`src/rtl/s2p_pkg.sv`:
```
// Shared types and defaults for the serial-to-parallel design.
package s2p_pkg;

  typedef enum logic [1:0] {
    IDLE,
    START,
    DATA,
    STOP
  } s2p_state_e;

  localparam int DATA_W_DEF       = 8;
  localparam int CLKS_PER_BIT_DEF = 434;

endpackage

```
`src/rtl/s2p_sync2.sv`:
```
// Generic 2-flop synchroniser with a configurable reset value.
module s2p_sync2 #(
  parameter logic RST_VAL = 1'b0
) (
  input  logic clk,
  input  logic rst,
  input  logic d,
  output logic q
);

  logic meta;

  // Two-stage capture of the asynchronous input.
  always_ff @(posedge clk) begin
    if (rst) begin
      meta <= RST_VAL;
      q    <= RST_VAL;
    end else begin
      meta <= d;
      q    <= meta;
    end
  end

endmodule

```
`src/rtl/s2p_uart_deserializer.sv`:
```
// Start/stop-framed serial receiver: mid-bit sampling, one word per frame.
module s2p_uart_deserializer
  import s2p_pkg::*;
#(
  parameter int DATA_W       = DATA_W_DEF,
  parameter int CLKS_PER_BIT = CLKS_PER_BIT_DEF
) (
  input  logic              CLOCK_50_B5B,
  input  logic              RESET,
  input  logic              SER_IN,
  output logic [DATA_W-1:0] PAR_OUT,
  output logic              PAR_VALID,
  output logic              FRAME_ERR,
  output logic              BUSY
);

  localparam int CNT_W = $clog2(CLKS_PER_BIT);
  localparam int IDX_W = $clog2(DATA_W + 1);

  localparam logic [CNT_W-1:0] CNT_LAST  = CNT_W'(CLKS_PER_BIT - 1);
  localparam logic [CNT_W-1:0] HALF_LAST = CNT_W'(CLKS_PER_BIT / 2 - 1);
  localparam logic [IDX_W-1:0] IDX_LAST  = IDX_W'(DATA_W - 1);

  logic              rx;
  logic              rx_d;
  s2p_state_e        state, state_next;
  logic [CNT_W-1:0]  cnt, cnt_next;
  logic [IDX_W-1:0]  idx, idx_next;
  logic [DATA_W-1:0] shreg, shreg_next;
  logic [DATA_W-1:0] par_next;
  logic              valid_next;
  logic              err_next;
  logic              busy_next;

  // Line idles high, so both stages reset to 1 to avoid a fake start edge.
  s2p_sync2 #(.RST_VAL(1'b1)) u_sync (
    .clk (CLOCK_50_B5B),
    .rst (RESET),
    .d   (SER_IN),
    .q   (rx)
  );

  // State, datapath and registered outputs.
  always_ff @(posedge CLOCK_50_B5B) begin
    if (RESET) begin
      rx_d      <= 1'b1;
      state     <= IDLE;
      cnt       <= '0;
      idx       <= '0;
      shreg     <= '0;
      PAR_OUT   <= '0;
      PAR_VALID <= 1'b0;
      FRAME_ERR <= 1'b0;
      BUSY      <= 1'b0;
    end else begin
      rx_d      <= rx;
      state     <= state_next;
      cnt       <= cnt_next;
      idx       <= idx_next;
      shreg     <= shreg_next;
      PAR_OUT   <= par_next;
      PAR_VALID <= valid_next;
      FRAME_ERR <= err_next;
      BUSY      <= busy_next;
    end
  end

  // Next-state, counter, shift register and strobe decode.
  always_comb begin
    state_next = state;
    cnt_next   = cnt;
    idx_next   = idx;
    shreg_next = shreg;
    par_next   = PAR_OUT;
    valid_next = 1'b0;
    err_next   = 1'b0;
    unique case (state)
      IDLE: begin
        if (rx_d && !rx) begin
          state_next = START;
          cnt_next   = '0;
        end
      end
      START: begin
        if (cnt == HALF_LAST) begin
          cnt_next = '0;
          if (!rx) begin
            state_next = DATA;
            idx_next   = '0;
          end else begin
            state_next = IDLE;
          end
        end else begin
          cnt_next = cnt + CNT_W'(1);
        end
      end
      DATA: begin
        if (cnt == CNT_LAST) begin
          cnt_next   = '0;
          // Shift right then overwrite the MSB; valid for any DATA_W >= 1.
          shreg_next = shreg >> 1;
          shreg_next[DATA_W-1] = rx;
          idx_next   = idx + IDX_W'(1);
          if (idx == IDX_LAST) state_next = STOP;
        end else begin
          cnt_next = cnt + CNT_W'(1);
        end
      end
      STOP: begin
        if (cnt == CNT_LAST) begin
          cnt_next   = '0;
          state_next = IDLE;
          if (rx) begin
            par_next   = shreg;
            valid_next = 1'b1;
          end else begin
            err_next = 1'b1;
          end
        end else begin
          cnt_next = cnt + CNT_W'(1);
        end
      end
      default: state_next = IDLE;
    endcase
    // Held one extra cycle on the way back to IDLE so BUSY drops after the strobe/abort.
    busy_next = (state != IDLE) || (state_next != IDLE);
  end

endmodule

```
`config.mk`:
```
export PLATFORM = sky130hd
export DESIGN_NAME = s2p_uart_deserializer
export DESIGN_NICKNAME = d
export VERILOG_FILES = /design/src/rtl/s2p_pkg.sv /design/src/rtl/s2p_sync2.sv /design/src/rtl/s2p_uart_deserializer.sv
export SDC_FILE = /design/constraint.sdc
export NUM_CORES = 1
export LEC_CHECK = 0
export BUFFER_PORTS_ARGS = -buffer_cell sky130_fd_sc_hd__buf_4
export CORE_MARGIN = 2
export CORE_UTILIZATION = 47
export CTS_CLUSTER_SIZE = 14
export DETAILED_ROUTE_END_ITERATION = 8
export PLACE_DENSITY_LB_ADDON = 0.2
export SETUP_SLACK_MARGIN = 0.2
export SLEW_MARGIN = 20
export SYNTH_ARGS = -nofsm -noshare
export SYNTH_HDL_FRONTEND = slang
export SYNTH_SLANG_ARGS = --single-unit
```
`constraint.sdc`:
```
create_clock -name CLOCK_50_B5B -period 4 [get_ports CLOCK_50_B5B]
set_clock_uncertainty 0.2 [all_clocks]
set_input_delay 0.4 -clock CLOCK_50_B5B [delete_from_list [all_inputs] [get_ports CLOCK_50_B5B]]
set_output_delay 0.4 -clock CLOCK_50_B5B [all_outputs]
set_load 0.02 [all_outputs]
```
==> impl_metrics.toml, run 1 <==
[logic_synthesis]
synth_mux_area_frac = 0.09777
syn_inst = 186
ys_seq_area_frac = 0.4256
synth_top_family_by_area = "simple AND/OR/NAND/NOR gates"
synth.most_common_cell = "dfxtp_1"
ys_ff_latch = 37
syn_area_per_cell_um2 = 9.357
yosysTopAreaCell = "dfxtp_1"
synth_warnings = 0
synth_common_cells = "dfxtp_1 (37), nor2_1 (25), nand2_1 (18)"
synth-adder-area-share = 0.02876
synthFlopType = "dfxtp_1"
synth-edff-count = 0
syn_area_um2 = 1740
syn_nets = 193
synth_cell_types = 41
synth_simple_gate_area_frac = 0.2574
synthArstFlopShare = 0
synth_xor_area_frac = 0
synth-compound-area-share = 0.1316
yosysTopAreaCellShare = 0.4256
synthTopCellsByArea = "dfxtp_1 (43%), mux2i_1 (9.8%), nor2_1 (5.4%)"

[grt]
grt_first_pass_wirelength_um = 5368
grt_use_total = 0.1686
antenna_found_initial = 0
grt_pass1_vias = 1224
grt_max_degree = 38
gr-total-overflow = 0

[routing]
drt-initial-drc-count = 144
firstDrtPassIters = 4
routed_via_density = 5.402
ant_nets = 0
routed_wl_um = 3100
wl_per_cell_um = 12.60
vias = 1329
drc = 0

[power]
p_sw_uw = 158.6
pwr-share-comb = 0.039
power_frac_clock = 0.393
cellLeakagePower_nw = 0.6854
p_sw_frac = 0.2395
seqPwrFrac = 0.568
internal_power_uw = 503.6
power_uw = 662.2
power.density_nw_per_um2 = 346.1
max-vdd-ir-drop_v = 0.0002262

[clock_network]
hold_buffers = 0
cts-root-buf = "clkbuf_8"
postCtsResizedCells = 0
h-tree-depth = 2
worst_skew_pair.late_latency_ps = 290
clkSinkCount = 37
path_clk_slew_ps = 80
clk_path_buf_depth = 2
postCtsSetupBuffers = 0
cts_tree = "built"
cts_buffers = 5

[worst_setup_path]
slowest_delay_ps = 620
crit_buf_inv = 1
critPathKind = "flip-flop to flip-flop"
cp.arrival_ps = 2340
end_kind = "flip-flop"
cp_data_required_time_ps = 4020
critPathSlowestCell = "a21boi_1"
crit_family = "compound AO/OA/AOI/OAI gates"
worstPathMaxFanout = 11
startpoint_type = "flip-flop"
path_cells = "inv_1 -> ha_1 -> and4bb_2 -> a21boi_1 -> o221ai_1 -> a31oi_1"

[die]
row_count = 22
io_pins = 14
die_h_um = 64.85
die_area_um2 = 4206
die_w_um = 64.85
core_um2 = 3606
start_util = 0.4827

[timing]
worst_slew_pin_slew_ps = 794.7
post-route-min-period_ps = 2323
finalSetupViolations = 0
hold_violations = 0
slew_violations = 0
rsz0062_at_grt = "false"
fmax_ghz = 0.4305
hold_ws_ps = 91.41
slew-limit-headroom = 0.4691
finalSetupTns_ps = 0
post-route-period-util = 0.5807

[cells_and_area]
area_delta_synth_final_pct = 9.921
drive_gt1_frac = 0.1818
antenna_cells = 0
fin_cells = 246
finalInstanceArea_um2 = 1913
num-nets-final = 204

[placement]
dp_cells = 238
place.gp.congestion = 0.8110
dpl.hpwl_um = 2097
io_buffers = 13
placed_area_um2 = 1822

[job]
max_cap_viol_count = 0

[hold_path]
hold_path.class = "primary input to flip-flop"

[run_status]
status = "complete, no violations"
[layout make-up]
class / count / area [um2]
clock buffer: 5 / 68.82
clock inverter: 3 / 22.52
fill: 344 / 1693
inverter: 5 / 18.77
multi-input combinational: 134 / 897.1
sequential: 37 / 740.7
tap: 48 / 60.06
timing repair buffer: 14 / 105.1
[per-layer routing]
metal | share of wire | track usage | up-vias | wire [um]
met2 | 0.48 | 0.2745 | 16 | 1489
met5 | 0 | 0 | - | 0
met1 | 0.48 | 0.1909 | 630 | 1488
met3 | 0.030 | 0.06076 | 2 | 93
met4 | 0.0090 | 0.09309 | 0 | 28
li1 | - | - | 681 | -
[sequential cells by signal, indices dropped and copies added, names as in the netlist]
register and cells:
state 2, shreg 8, PAR_VALID 1, u_sync.meta 1, cnt 9, FRAME_ERR 1
u_sync.q 1, BUSY 1, rx_d 1, PAR_OUT 8, idx 4
[kinds of logic (layout without fill, tap and decap cells)]
logic type	after synthesis	after routing
and+or+nand+nor	81	81
adders and majority gates	4	4
DFF	37	37
buffers and inverters	15	27
muxes	17	17
AOI/OAI and AO/OA	32	32
[placed cells by master (no fill, tap or decap)]
cell	netlist	final
a211oi_1	1	1
nor3_4	1	1
mux2i_1	17	17
and4bb_2	1	1
o221ai_1	1	1
o21ai_0	2	2
or2_2	4	4
nand2_1	18	18
o31a_1	1	1
inv_1	5	5
nand4bb_4	1	1
nand2b_1	3	3
and2_2	1	1
a31oi_1	1	1
clkinv_2	0	1
a211oi_2	1	1
nand4b_4	1	1
nand3_1	6	6
dfxtp_1	37	37
and4_2	1	1
buf_4	1	14
o22ai_1	6	6
clkinv_4	0	2
nor3_1	9	9
o21a_1	2	2
o21ba_2	1	1
nand4_1	1	1
nor4_1	3	3
a21boi_1	1	1
nor2b_1	2	2
o32ai_1	2	2
a41oi_2	1	1
ha_1	4	4
a21boi_2	1	1
a21oi_1	9	9
nor2_1	25	25
and2_1	2	2
and4b_1	2	2
a21boi_0	2	2
clkbuf_8	0	5
[worst reg2reg max path, stage by stage, from the launching register on]
cell and delay [ps]:
dfxtp_1 400, inv_1 80, ha_1 230, and4bb_2 290, a21boi_1 620, o221ai_1 250
a31oi_1 190
[power by group through the flow]
stage | clock network (mW) | logic (mW) | registers (mW)
CTS | 0.273 | 0.0259 | 0.376
finish | 0.260 | 0.0259 | 0.376
global placement | 0 | 0.0253 | 0.384
floorplan | 0 | 0.0202 | 0.384
detailed placement | 0 | 0.0259 | 0.385
global route | 0.289 | 0.0287 | 0.376
[through the flow]
step           worst slack, ps    util
6_report                  1677  0.5305
5_1_grt                   1574  0.5305
4_1_cts                   1715  0.5305
3_5_place_dp              1715  0.5052
3_3_place_gp              1799  0.5052
2_1_floorplan             2243       -
[path summary, 6_finish.rpt]
kind                           from                      to  slack (ps)  depth (start not counted)
max reg2reg     cnt[1]$_SDFFE_PP0P_     cnt[7]$_SDFFE_PP0P_        1680                          6
min reg2reg  u_sync.meta$_SDFF_PP1_     u_sync.q$_SDFF_PP1_         220                          1
min                          SER_IN  u_sync.meta$_SDFF_PP1_          90                          2
max             cnt[1]$_SDFFE_PP0P_     cnt[7]$_SDFFE_PP0P_        1680                          6
(Power assumes the default switching activity.)
==> run 2, diff against run 1 <==
==> constraint.sdc (replaced) <==
create_clock -name CLOCK_50_B5B -period 2.1 [get_ports CLOCK_50_B5B]
set_clock_uncertainty 0.2 [all_clocks]
set_input_delay 0.21 -clock CLOCK_50_B5B [delete_from_list [all_inputs] [get_ports CLOCK_50_B5B]]
set_output_delay 0.21 -clock CLOCK_50_B5B [all_outputs]
set_load 0.02 [all_outputs]
==> run 2 against run 1 <==
Effect of this change: flip-flop and latch count is the same; global-route usage grew 0.49 points; routed wire length grew 11%; final area grew 7.1%; fmax grew 26%; die area is the same; count of clock-buffer cells in the layout grew 2; combinational power grew 140%; final cell count grew 4.5%; largest cell class unchanged.
==> impl_metrics.toml, run 2 (synthesized netlist as in run 1, its figures left out) <==
[timing]
worst_slew_pin_slew_ps = 454.2
post-route-min-period_ps = 1843
hold_violations = 0
post-route-period-util = 0.8778
finalSetupViolations = 0
hold_ws_ps = 120.0
finalSetupTns_ps = 0
rsz0062_at_grt = "true"
slew-limit-headroom = 0.6954
fmax_ghz = 0.5425
slew_violations = 0

[worst_setup_path]
crit_end = "idx[3]$_SDFFE_PP0P_"
path_cells = "inv_1 -> ha_1 -> and4b_1 -> a41oi_4 -> o21ba_4 -> o32ai_2"
reg2reg_to = "idx[3]$_SDFFE_PP0P_"
worstPathMaxFanout = 6
r2r_slack_ps = 260
cp-startpoint = "cnt[0]$_SDFFE_PP0P_"
end_kind = "flip-flop"
critPathKind = "flip-flop to flip-flop"
crit_buf_inv = 1
slowest_delay_ps = 360
cp_data_required_time_ps = 2100
crit_cells = 6
critPathSlowestCell = "dfxtp_4"
cp.arrival_ps = 1840
r2r-start = "cnt[0]$_SDFFE_PP0P_"
crit_family = "compound AO/OA/AOI/OAI gates"
rr_worst_depth = 6
startpoint_type = "flip-flop"

[placement]
dp_cells = 242
place.gp.congestion = 0.8252
io_buffers = 13
dpl.hpwl_um = 2208

[cells_and_area]
reg.largest.list = "cnt: 9 flops, PAR_OUT: 8 flops, shreg: 8 flops"
post-route-util = 0.5680
fill_cells = 319
drive_gt1_frac = 0.2344
num-nets-final = 215
largest_register_ffs = 9
regMostFlops = "cnt"
antenna_cells = 0
seq_area_um2 = 748.2
area_delta_synth_final_pct = 17.68
final_common_cell = "dfxtp_1"
final_cell_mix = "dfxtp_1 (35), nor2_1 (25), nand2_1 (18), buf_4 (18), mux2i_1 (17)"
multi_input_area_um2 = 937.1
fin_cells = 257

[routing]
routed_wl_um = 3432
drc = 0
routed_via_density = 5.381
drt-initial-drc-count = 142
wl_per_cell_um = 13.35
ant_nets = 0
firstDrtPassIters = 4
vias = 1383

[power]
power.density_nw_per_um2 = 610.5
seqPwrFrac = 0.571
p_sw_uw = 283.9
cellLeakagePower_nw = 0.7606
pwr-share-comb = 0.050
power_frac_clock = 0.378
p_sw_frac = 0.2270
internal_power_uw = 966.6
power_mw = 1.251
max-vdd-ir-drop_v = 0.0003764

[clock_network]
worst_skew_pair.late_latency_ps = 290
cts-root-buf = "clkbuf_8"
cts_buffers = 5
path_clk_slew_ps = 70
clk_path_buf_depth = 2
h-tree-depth = 2
clkSinkCount = 37
cts_tree = "built"

[die]
die_w_um = 64.85
die_h_um = 64.85
start_util = 0.4827
core_um2 = 3606
die_area_um2 = 4206
io_pins = 14
row_count = 22

[job]
max_cap_viol_count = 0

[grt]
gr-total-overflow = 0
grt_max_degree = 38
grt_pass1_vias = 1245
antenna_found_initial = 0
grt_first_pass_wirelength_um = 5651
grt_use_total = 0.1735

[run_status]
status = "complete, no violations"

[hold_path]
hold_path.class = "primary input to flip-flop"
## run 2: cell type report
cell class / instances / area share
flip-flops and latches: 37 / 0.3653
clock inverters: 1 / 0.003665
clock buffers: 7 / 0.03726
inverters: 5 / 0.009163
multi-input cells: 134 / 0.4575
well taps: 48 / 0.02932
repair buffers: 25 / 0.09774
## run 2: timing repair
action / in CTS / in global routing
pin swaps: 0 / 4
gates cloned: 0 / 2
resized for setup: 3 / 13
setup buffers: 0 / 4
endpoints found under the setup margin: 19 / 22
hold buffers: 1 / 0
endpoints found under the hold margin: 1 / 0
## run 2: routing by layer
metal	part of all wire	GRT usage	up-vias
li1	-	-	699
met1	0.44	0.2041	643
met2	0.50	0.2925	34
met3	0.043	0.03819	7
met4	0.021	0.09309	0
met5	0	0	-
## run 2: stage by stage
stage	cell area, um2	setup WS [ps]
detailed placement	1852	126.9
global placement	1852	200.0
finish	2048	256.5
floorplan	1740	343.4
CTS	1953	172.9
global route	2048	150.2
## run 2: how the worst min path moves through the flow
stage / startpoint / endpoint / slack, ps / cells after the start
floorplan: SER_IN / u_sync.meta$_SDFF_PP1_ / 110 / 1
detailed placement: u_sync.meta$_SDFF_PP1_ / u_sync.q$_SDFF_PP1_ / 200 / 1
global route: RESET / PAR_OUT[7]$_SDFFE_PP0P_ / 130 / 2
finish: RESET / PAR_OUT[3]$_SDFFE_PP0P_ / 120 / 2
global placement: u_sync.meta$_SDFF_PP1_ / u_sync.q$_SDFF_PP1_ / 190 / 1
CTS: RESET / shreg[1]$_SDFFE_PP0P_ / 110 / 2
## run 2: power by group through the flow
stage               Combinational [mW]  Sequential [mW]  Clock [mW]
floorplan                       0.0384            0.732           0
CTS                             0.0532            0.717       0.492
global route                    0.0693            0.715       0.520
global placement                0.0500            0.732           0
detailed placement              0.0511            0.733           0
finish                          0.0631            0.714       0.473
==> run 3, diff against run 2 <==
--- a/config.mk
+++ b/config.mk
@@ -5,6 +5,7 @@
 export SDC_FILE = /design/constraint.sdc
 export NUM_CORES = 1
 export LEC_CHECK = 0
+export ABC_AREA = 1
 export BUFFER_PORTS_ARGS = -buffer_cell sky130_fd_sc_hd__buf_4
 export CORE_MARGIN = 2
 export CORE_UTILIZATION = 47
==> run 3 against run 2 <==
Effect of this change: global-route usage grew 0.31 points; utilization decreased by 1.7 points; setup slack gained 120 ps; synthesized cell count increased by 37%; critical path type unchanged; highest routed layer unchanged; largest cell class unchanged; combinational power grew to 2.7 times the previous value; via count is 7.8% higher; sequential power grew 4.3%; largest power group unchanged; fmax grew 6.8%.
==> impl_metrics.toml, run 3 <==
[power]
p_sw_frac = 0.2842
pwr-share-comb = 0.119
internal_power_mw = 1.006
cellLeakagePower_nw = 0.9124
p_sw_uw = 399.6
seqPwrFrac = 0.530
power.density_nw_per_um2 = 701.8
max-vdd-ir-drop_v = 0.0004321
power_frac_clock = 0.351

[placement]
placed_area_um2 = 1889
dp_slack_ps = 277.1
dp_cells = 311
place.gp.congestion = 0.7886
io_buffers = 13
dpl.hpwl_um = 2244

[timing]
finalSetupViolations = 0
worst_slew_pin_slew_ps = 492.8
hold_violations = 0
post-route-period-util = 0.8221
finalSetupTns_ps = 0
slew_violations = 0
post-route-min-period_ps = 1726
rsz0062_at_grt = "false"
slew-limit-headroom = 0.6711
fmax_ghz = 0.5792
hold_ws_ps = 215.6
setup_ws_ps = 373.6

[routing]
wl_per_cell_um = 9.944
routed_wl_um = 3192
routed_via_density = 4.645
ant_nets = 0
drc = 0
drt-initial-drc-count = 76
vias = 1491
firstDrtPassIters = 4

[logic_synthesis]
ys_ff_latch = 37
yosysTopAreaCell = "dfxtp_1"
syn_area_per_cell_um2 = 6.891
synth.most_common_cell = "nand2_1"
syn_nets = 261
yosysTopAreaCellShare = 0.4232
ys_seq_area_frac = 0.4232
syn_area_um2 = 1750
synth_cell_types = 24
synthTopCellsByArea = "dfxtp_1 (42%), nand2_1 (14%), inv_1 (9.0%)"
synthFlopType = "dfxtp_1"
syn_inst = 254
synth_warnings = 0
synth_common_cells = "nand2_1 (65), inv_1 (42), dfxtp_1 (37)"
synth-edff-count = 0
synthArstFlopShare = 0

[hold_path]
whs_path_depth = 1
hold_path.class = "flip-flop to flip-flop"
hold_start = "u_sync.meta$_SDFF_PP1_"
hold_end = "u_sync.q$_SDFF_PP1_"

[clock_network]
cts-root-buf = "clkbuf_8"
cts_buffers = 5
postCtsSetupBuffers = 0
cts_tree = "built"
worst_skew_pair.late_latency_ps = 290
h-tree-depth = 2
clk_path_buf_depth = 2
clkSinkCount = 37
path_clk_slew_ps = 80

[grt]
grt_max_degree = 19
grt_pass1_vias = 1382
grt_use_total = 0.1767
grt_first_pass_wirelength_um = 5713
gr-total-overflow = 0
antenna_found_initial = 0

[worst_setup_path]
reg2reg_to = "PAR_OUT[0]$_SDFFE_PP0P_"
cp.arrival_ps = 1760
critPathKind = "flip-flop to flip-flop"
rr_worst_depth = 10
startpoint_type = "flip-flop"
cp_data_required_time_ps = 2130
worstPathMaxFanout = 17
end_kind = "flip-flop"
r2r_slack_ps = 370
r2r-start = "cnt[1]$_SDFFE_PP0P_"

[die]
row_count = 22
die_area_um2 = 4228
start_util = 0.4817
core_um2 = 3633
die_h_um = 65.03
die_w_um = 65.03
io_pins = 14

[cells_and_area]
num-nets-final = 279
final_common_cell = "nand2_1"
drive_gt1_frac = 0.1502
reg.largest.list = "cnt: 9 flops, PAR_OUT: 8 flops, shreg: 8 flops"
regMostFlops = "cnt"
fin_cells = 321
area_delta_synth_final_pct = 14.44
finalInstanceArea_um2 = 2003
fill_cells = 378
largest_register_ffs = 9
final_cell_mix = "nand2_1 (64), inv_1 (42), dfxtp_1 (36)"
antenna_cells = 0

[job]
max_cap_viol_count = 0

[run_status]
status = "complete, no violations"
run 3: cell count changes after synthesis, moves of 5 or more:
cell / delta
nand2_1: +47
a21oi_1: +11
inv_1: +37
nand3_1: +6
nor3_1: -7
nand2_2: +5
mux2i_1: -17
o22ai_1: -6
o21ai_0: +12
run 3: cell type report:
cell class / instances / area (um2) / share of cell area
clock buffers: 5 / 68.82 / 0.03435
inverters: 45 / 168.9 / 0.08432
flip-flops and latches: 37 / 742.0 / 0.3704
well taps: 48 / 60.06 / 0.02998
multi-input cells: 166 / 809.5 / 0.4041
repair buffers: 17 / 132.6 / 0.06621
clock inverters: 3 / 21.27 / 0.01062
run 3: critical path, stage by stage (launching register included):
cell and delay, ps:
dfxtp_1 340, inv_1 90, ha_1 140, nand2_1 60
nor2_2 180, nand2_2 110, nor2_4 110, nand3_4 170
nand2_1 110, nand2_1 50, nor2_1 110
run 3: worst max-delay path by stage:
stage	from	endpoint	slack [ps]	cells past startpoint
5_1_grt	cnt[1]$_SDFFE_PP0P_	cnt[0]$_SDFFE_PP0P_	210	9
4_1_cts	cnt[0]$_SDFFE_PP0P_	cnt[0]$_SDFFE_PP0P_	270	9
2_1_floorplan	cnt[0]$_SDFFE_PP0P_	PAR_OUT[4]$_SDFFE_PP0P_	450	9
3_5_place_dp	cnt[0]$_SDFFE_PP0P_	cnt[0]$_SDFFE_PP0P_	280	9
3_3_place_gp	cnt[0]$_SDFFE_PP0P_	PAR_OUT[5]$_SDFFE_PP0P_	370	8
6_report	cnt[1]$_SDFFE_PP0P_	PAR_OUT[0]$_SDFFE_PP0P_	370	10
run 3: power by group through the flow:
| stage | Clock [mW] | Combinational, mW | Sequential (mW) |
|---|---|---|---|
| 6_report | 0.493 | 0.168 | 0.745 |
| 5_1_grt | 0.546 | 0.195 | 0.749 |
| 4_1_cts | 0.517 | 0.165 | 0.743 |
| 3_5_place_dp | 0 | 0.161 | 0.759 |
| 3_3_place_gp | 0 | 0.159 | 0.759 |
| 2_1_floorplan | 0 | 0.114 | 0.759 |
run 3: stage by stage:
step,util,power [mW]
detailed placement,0.5200,0.9202
CTS,0.5503,1.425
global placement,0.5200,0.9187
global route,0.5513,1.490
floorplan,-,0.8730
finish,0.5513,1.406
run 3: cell families after synthesis:
family | synth area share
flip-flops | 0.4232
AO/OA/AOI/OAI | 0.1015
XOR/XNOR | 0.01501
buffers and inverters | 0.1158
AND/OR/NAND/NOR | 0.3159
adder cells (fa/ha/maj) | 0.02859
run 3: layer usage:
metal | global-route usage | vias to the layer above | wire length (um)
li1 | - | 814 | -
met1 | 0.2117 | 644 | 1551
met2 | 0.2887 | 28 | 1440
met3 | 0.06076 | 5 | 144
met4 | 0.07292 | 0 | 55
met5 | 0 | - | 0
run 3: timing repair:
action,4_1_cts,5_1_grt
endpoints found under the hold margin,7,0
endpoints found under the setup margin,0,15
hold buffers,2,0
resized for setup,0,3
